==> config.mk <==
export PLATFORM = sky130hd
export DESIGN_NAME = flit_pattern_gen
export DESIGN_NICKNAME = d
export VERILOG_FILES = /design/src/rtl/flit_pattern_gen.sv
export SDC_FILE = /design/constraint.sdc
export NUM_CORES = 1
export LEC_CHECK = 0
export ABC_AREA = 1
export CAP_MARGIN = 20
export CORE_ASPECT_RATIO = 0.9
export CORE_MARGIN = 2
export CORE_UTILIZATION = 35
export CTS_BUF_LIST = sky130_fd_sc_hd__clkbuf_2
export CTS_CLUSTER_DIAMETER = 100
export DETAILED_ROUTE_END_ITERATION = 8
export HOLD_SLACK_MARGIN = 0.02
export PLACE_DENSITY = 0.62
export SLEW_MARGIN = 20
export SYNTH_ARGS = -nofsm -noshare
export SYNTH_HDL_FRONTEND = slang
export SYNTH_SLANG_ARGS = --single-unit
export TNS_END_PERCENT = 30
==> constraint.sdc <==
create_clock -name clk -period 12.8 [get_ports clk]
set_input_delay 1.92 -clock clk [delete_from_list [all_inputs] [get_ports clk]]
set_output_delay 1.92 -clock clk [all_outputs]
set_load 0.01 [all_outputs]
==> src/rtl/flit_pattern_gen.sv <==
// Packetised test-pattern flit source with a toggle counter over accepted flits.
// Define PATGEN_LFSR_EN to build the LFSR pattern (mode 1); otherwise mode 1 outputs zero.
module flit_pattern_gen #(
  parameter int N       = 25,
  parameter int PAYLOAD = 20,
  parameter int GAP     = 7,
  parameter int NUM_PKT = 10
) (
  input  logic         clk,
  input  logic         rst,
  input  logic         start,
  input  logic [1:0]   mode,
  input  logic [31:0]  seed,
  input  logic         out_ready,
  output logic         out_valid,
  output logic [N-1:0] op_a,
  output logic [N-1:0] op_b,
  output logic         busy,
  output logic         done,
  output logic [31:0]  tgl_cnt
);
  localparam int unsigned W  = 2 * N;
  localparam int unsigned CW = 16;
  localparam int unsigned KW = 7;
  localparam int unsigned PW = 7;
  localparam logic [CW-1:0] LAST_BEAT = CW'(PAYLOAD - 1);
  localparam logic [CW-1:0] LAST_PKT  = CW'(NUM_PKT - 1);
  localparam logic [CW-1:0] LAST_GAP  = CW'(GAP - 1);

  localparam logic [1:0] S_IDLE = 2'd0;
  localparam logic [1:0] S_SEND = 2'd1;
  localparam logic [1:0] S_GAPW = 2'd2;
  localparam logic [1:0] S_DONE = 2'd3;

  logic [1:0]    state_q, state_d;
  logic [CW-1:0] beat_q, beat_d, pkt_q, pkt_d, gap_q, gap_d;
  logic          odd_q, odd_d;
  logic [KW-1:0] walk_q, walk_d;
  logic [1:0]    mode_q, mode_d;
  logic [W-1:0]  flit_q, flit_d, prev_q, prev_d;
  logic [31:0]   tgl_q, tgl_d;
  logic          valid_q, valid_d, busy_q, busy_d, done_q, done_d;
  logic          load;
  logic [W-1:0]  walk_ones, lfsr_flit;
  logic [7:0]    walk_inc;
  logic [32:0]   tgl_sum;

  function automatic logic [PW-1:0] popcnt(input logic [W-1:0] v);
    logic [PW-1:0] c;
    c = '0;
    for (int i = 0; i < int'(W); i++) c = c + PW'(v[i]);
    return c;
  endfunction

  // odd_q/walk_q encode the flit index: its parity and (index with LSB cleared) mod 2N
  assign walk_inc  = 8'(walk_q) + 8'd2;
  assign tgl_sum   = 33'(tgl_q) + 33'(popcnt(flit_q ^ prev_q));
  assign walk_ones = {W{1'b1}} << walk_d;

`ifdef PATGEN_LFSR_EN
  logic [31:0] lfsr_q, lfsr_d;

  function automatic logic [31:0] lfsr_next(input logic [31:0] l);
    return {1'b0, l[31:1]} ^ (l[0] ? 32'h8020_0003 : 32'h0);
  endfunction

  assign lfsr_flit = W'({lfsr_next(lfsr_d), lfsr_d});

  always_comb begin
    lfsr_d = lfsr_q;
    if (state_q == S_IDLE && start) lfsr_d = (seed == 32'd0) ? 32'd1 : seed;
    else if (state_q == S_SEND && out_ready) lfsr_d = lfsr_next(lfsr_q);
  end

  always_ff @(posedge clk or posedge rst) begin
    if (rst) lfsr_q <= 32'd1;
    else     lfsr_q <= lfsr_d;
  end
`else
  logic unused_seed;
  assign unused_seed = ^seed;
  assign lfsr_flit   = '0;
`endif

  // Next state, counters and pattern index
  always_comb begin
    state_d = state_q;
    beat_d  = beat_q;
    pkt_d   = pkt_q;
    gap_d   = gap_q;
    odd_d   = odd_q;
    walk_d  = walk_q;
    mode_d  = mode_q;
    prev_d  = prev_q;
    tgl_d   = tgl_q;
    load    = 1'b0;
    unique case (state_q)
      S_IDLE: begin
        if (start) begin
          state_d = S_SEND;
          beat_d  = '0;
          pkt_d   = '0;
          gap_d   = '0;
          odd_d   = 1'b0;
          walk_d  = '0;
          mode_d  = mode;
          prev_d  = '0;
          tgl_d   = '0;
          load    = 1'b1;
        end
      end
      S_SEND: begin
        if (out_ready) begin
          tgl_d  = tgl_sum[32] ? 32'hFFFF_FFFF : tgl_sum[31:0];
          prev_d = flit_q;
          odd_d  = ~odd_q;
          if (odd_q) walk_d = (walk_inc >= 8'(W)) ? '0 : KW'(walk_inc);
          if (beat_q == LAST_BEAT) begin
            beat_d = '0;
            if (pkt_q == LAST_PKT) begin
              state_d = S_DONE;
            end else begin
              pkt_d = pkt_q + CW'(1);
              if (GAP > 0) begin
                state_d = S_GAPW;
                gap_d   = '0;
              end else begin
                load = 1'b1;
              end
            end
          end else begin
            beat_d = beat_q + CW'(1);
            load   = 1'b1;
          end
        end
      end
      S_GAPW: begin
        if (gap_q == LAST_GAP) begin
          state_d = S_SEND;
          load    = 1'b1;
        end else begin
          gap_d = gap_q + CW'(1);
        end
      end
      default: state_d = S_IDLE;
    endcase
    valid_d = (state_d == S_SEND);
    busy_d  = (state_d != S_IDLE);
    done_d  = (state_d == S_DONE);
  end

  // Flit register reloads only when a new flit is presented; otherwise holds the last one
  always_comb begin
    flit_d = flit_q;
    if (load) begin
      unique case (mode_d)
        2'd0:    flit_d = odd_d ? '0 : '1;
        2'd1:    flit_d = lfsr_flit;
        2'd2:    flit_d = odd_d ? ~walk_ones : walk_ones;
        default: flit_d = '0;
      endcase
    end
  end

  always_ff @(posedge clk or posedge rst) begin
    if (rst) begin
      state_q <= S_IDLE;
      beat_q  <= '0;
      pkt_q   <= '0;
      gap_q   <= '0;
      odd_q   <= 1'b0;
      walk_q  <= '0;
      mode_q  <= 2'd0;
      flit_q  <= '0;
      prev_q  <= '0;
      tgl_q   <= '0;
      valid_q <= 1'b0;
      busy_q  <= 1'b0;
      done_q  <= 1'b0;
    end else begin
      state_q <= state_d;
      beat_q  <= beat_d;
      pkt_q   <= pkt_d;
      gap_q   <= gap_d;
      odd_q   <= odd_d;
      walk_q  <= walk_d;
      mode_q  <= mode_d;
      flit_q  <= flit_d;
      prev_q  <= prev_d;
      tgl_q   <= tgl_d;
      valid_q <= valid_d;
      busy_q  <= busy_d;
      done_q  <= done_d;
    end
  end

  assign out_valid = valid_q;
  assign busy      = busy_q;
  assign done      = done_q;
  assign tgl_cnt   = tgl_q;
  assign op_a      = flit_q[N-1:0];
  assign op_b      = flit_q[W-1:N];
endmodule
==> results.py <==
metrics = {
    "final_layout": {
        "fill_cells": 3640,
        "syn2layout_area_growth_pct": 12.6,
        "drive_above_1_share": 0.0673,
        "final_common_cell": "nand2_1",
        "final_cell_mix": "nand2_1, dfrtp_1, inv_1",
        "nNetsFinal": 1758,
    },
    "yosys": {
        "ys_types": 49,
        "synth.ff_latch_count": 195,
        "avgSynthCellArea_um2": 7.84,
        "syn_area_um2": 12400,
        "syn_inst": 1580,
        "ys_seq_area_frac": 0.394,
        "ys_warn_count": 0,
        "synth.net_count": 1687,
    },
    "setup_path": {
        "regToRegSetupSlack_ps": 5080,
        "path_buf_inv": 5,
        "slowest_stage": "fa_1",
        "max_stage_delay_ps": 630,
        "cp-start-kind": "register",
        "crit_top_cell": "fa_1",
        "crit_family": "adder cells",
        "end_kind": "register",
        "crit_chain": "xor2_1 -> fa_1 -> inv_1 -> fa_1 -> fa_1 -> fa_1 -> inv_1 -> fa_1 -> inv_1 -> fa_1 -> fa_1 -> fa_1 -> inv_1 -> fa_1 -> nand2_1 -> nor3_1 -> nor2_1 -> o21ai_2 -> nand2_2 -> nor2_4 -> nand4_1 -> buf_4 -> o21ai_0 -> a22o_1",
        "critical_path_arrival_ps": 8470,
        "cp_max_fo": 18,
        "setup.worst_path.class": "reg2reg",
        "worstPathRequired_ps": 13550,
    },
    "route": {
        "first_pass_iters": 5,
        "vias": 10800,
        "drt_iter0_drc": 840,
        "drt_wl_total_mm": 32.8,
        "drc": 0,
        "vias_per_cell": 5.04,
        "postRouteAntennaNets": 0,
        "wl_per_cell_um": 15.4,
    },
    "clocking": {
        "cts-root-buf": "clkbuf_2",
        "htreeDepth": 4,
        "clock_path_buffers": 2,
        "post_cts_buffers": 0,
        "cts_tree": "done",
        "cts_resized": 0,
        "cts-buffers-inserted": 17,
        "clkTransAtPathRegs_ps": 310,
        "holdBufCountCts": 0,
        "insertion_delay_ps": 830,
        "cts_sinks": 195,
    },
    "global_route": {
        "gr-total-overflow": 0,
        "grt_pass1_vias": 10400,
        "grt_pass1_wl_mm": 54.5,
        "grt_max_degree": 127,
        "antenna_found_initial": 2,
        "grt_usage": 0.184,
    },
    "sta": {
        "post-route-period-util": 0.603,
        "hold_viol_final": 0,
        "slew_headroom": 0.324,
        "setup_tns_ps": 0,
        "min_period_ps": 7720,
        "finalMaxSlewViolations": 0,
        "fmax_ghz": 0.130,
        "setup_viol": 0,
        "rsz0062_at_grt": "false",
        "worst_pin_slew_ps": 1010,
        "skew_ps": 49.3,
    },
    "die": {
        "die_x_um": 202,
        "core_region_area_um2": 35000,
        "num_rows": 65,
        "die_area_um2": 36900,
        "initial_utilization": 0.354,
        "die_h_um": 182,
        "pin_count": 123,
    },
    "worst_hold_path": {
        "hold_path.class": "reg2reg",
    },
    "run_status": {
        "status": "completed",
    },
    "placement": {
        "gp_congestion": 0.897,
        "port_buffers": 90,
        "dp_hpwl_mm": 24.1,
    },
    "flow_run": {
        "cap_violations": 0,
    },
}
kinds of logic after synthesis:
family / share of synthesized area
AOI/OAI and AO/OA: 0.0956
xor gates and xnor gates: 0.0523
adders and majority gates: 0.0958
buffers and inverters: 0.0767
DFF: 0.394
and+or+nand+nor: 0.286
metal layers:
layer / vias up / global-route usage / wire, um
met5: - / 0 / 13
met4: 2 / 0.0499 / 557
met3: 41 / 0.0371 / 2090
met2: 297 / 0.281 / 14500
met1: 5160 / 0.264 / 15700
li1: 5255 / - / -
synth_stat cells (all sizes together):
cell type	instances	share of area
nor2	108	0.040
o21ba	1	0.00081
or2	9	0.0045
inv	196	0.060
buf	16	0.0075
a21boi	1	0.00061
o311a	1	0.00081
a22o	3	0.0021
nand3b	2	0.0012
nand3	126	0.054
dfrtp	195	0.39
xor2	54	0.038
o31ai	19	0.012
and3	2	0.0010
nand4	25	0.013
clkbuf	28	0.0085
o21bai	2	0.0012
a211oi	1	0.00061
nor4	17	0.0086
a31oi	1	0.00051
o32ai	1	0.00071
clkinv	3	0.00091
nor3	37	0.015
a21o	5	0.0030
o21ai	109	0.045
nand2	466	0.15
o211ai	5	0.0030
ha	26	0.026
o22ai	21	0.011
a21oi	33	0.014
o211a	1	0.00081
fa	43	0.070
xnor2	20	0.014
o21a	1	0.00061
nor3b	2	0.0012
final timing paths:
kind / depth (start not counted) / end / from
worst max-delay path: 24 / tgl_cnt[4]$_DFFE_PP0P_ / flit_q[34]$_DFFE_PP0P_
worst max register to register: 24 / tgl_cnt[4]$_DFFE_PP0P_ / flit_q[34]$_DFFE_PP0P_
worst min register to register: 2 / prev_q[0]$_DFFE_PP0P_ / prev_q[0]$_DFFE_PP0P_
max in group asynchronous: 3 / prev_q[48]$_DFFE_PP0P_ / rst
worst min-delay path: 2 / prev_q[0]$_DFFE_PP0P_ / prev_q[0]$_DFFE_PP0P_
min in group asynchronous: 2 / tgl_cnt[30]$_DFFE_PP0P_ / rst
through the flow:
step / setup slack (ps) / cell area [um2] / hold WS [ps] / std cells / util
after floorplan: 5570 / 12400 / 464 / 1580 / -
after global placement: 5100 / 13700 / 478 / 2101 / 0.393
after detailed placement: 5130 / 13700 / 488 / 2101 / 0.393
after CTS: 5050 / 13900 / 544 / 2133 / 0.399
after global routing: 4640 / 13900 / 571 / 2134 / 0.399
final: 5080 / 13900 / 540 / 2134 / 0.399
cell type report:
cell class | instances | area, um2 | area share
clock inverters | 15 | 129 | 0.00924
clock buffers | 17 | 85.1 | 0.00610
inverters | 199 | 759 | 0.0545
diodes | 1 | 2.50 | 0.000179
repair buffers | 96 | 946 | 0.0678
well taps | 469 | 587 | 0.0421
flip-flops and latches | 195 | 4880 | 0.350
multi-input cells | 1142 | 6560 | 0.470
sequential cells by signal (all words and copies together) (netlist names):
signal	count
out_valid	1
state_q	2
prev_q	50
mode_q	2
odd_q	1
walk_q	7
beat_q	16
gap_q	16
flit_q	50
tgl_cnt	32
busy	1
pkt_q	16
done	1
worst reg2reg max path, delay by kind of cell (launching register included):
family	cells	cell delay (ps)
compound gates	3	580
simple gates	6	1310
fa+ha+maj	9	4370
flops	1	500
xor+xnor	1	200
buf+inv	5	710
Power is left out: the tool's default activity adds up to more than one toggle a clock period on the data nets, which glitch-free logic cannot reach.
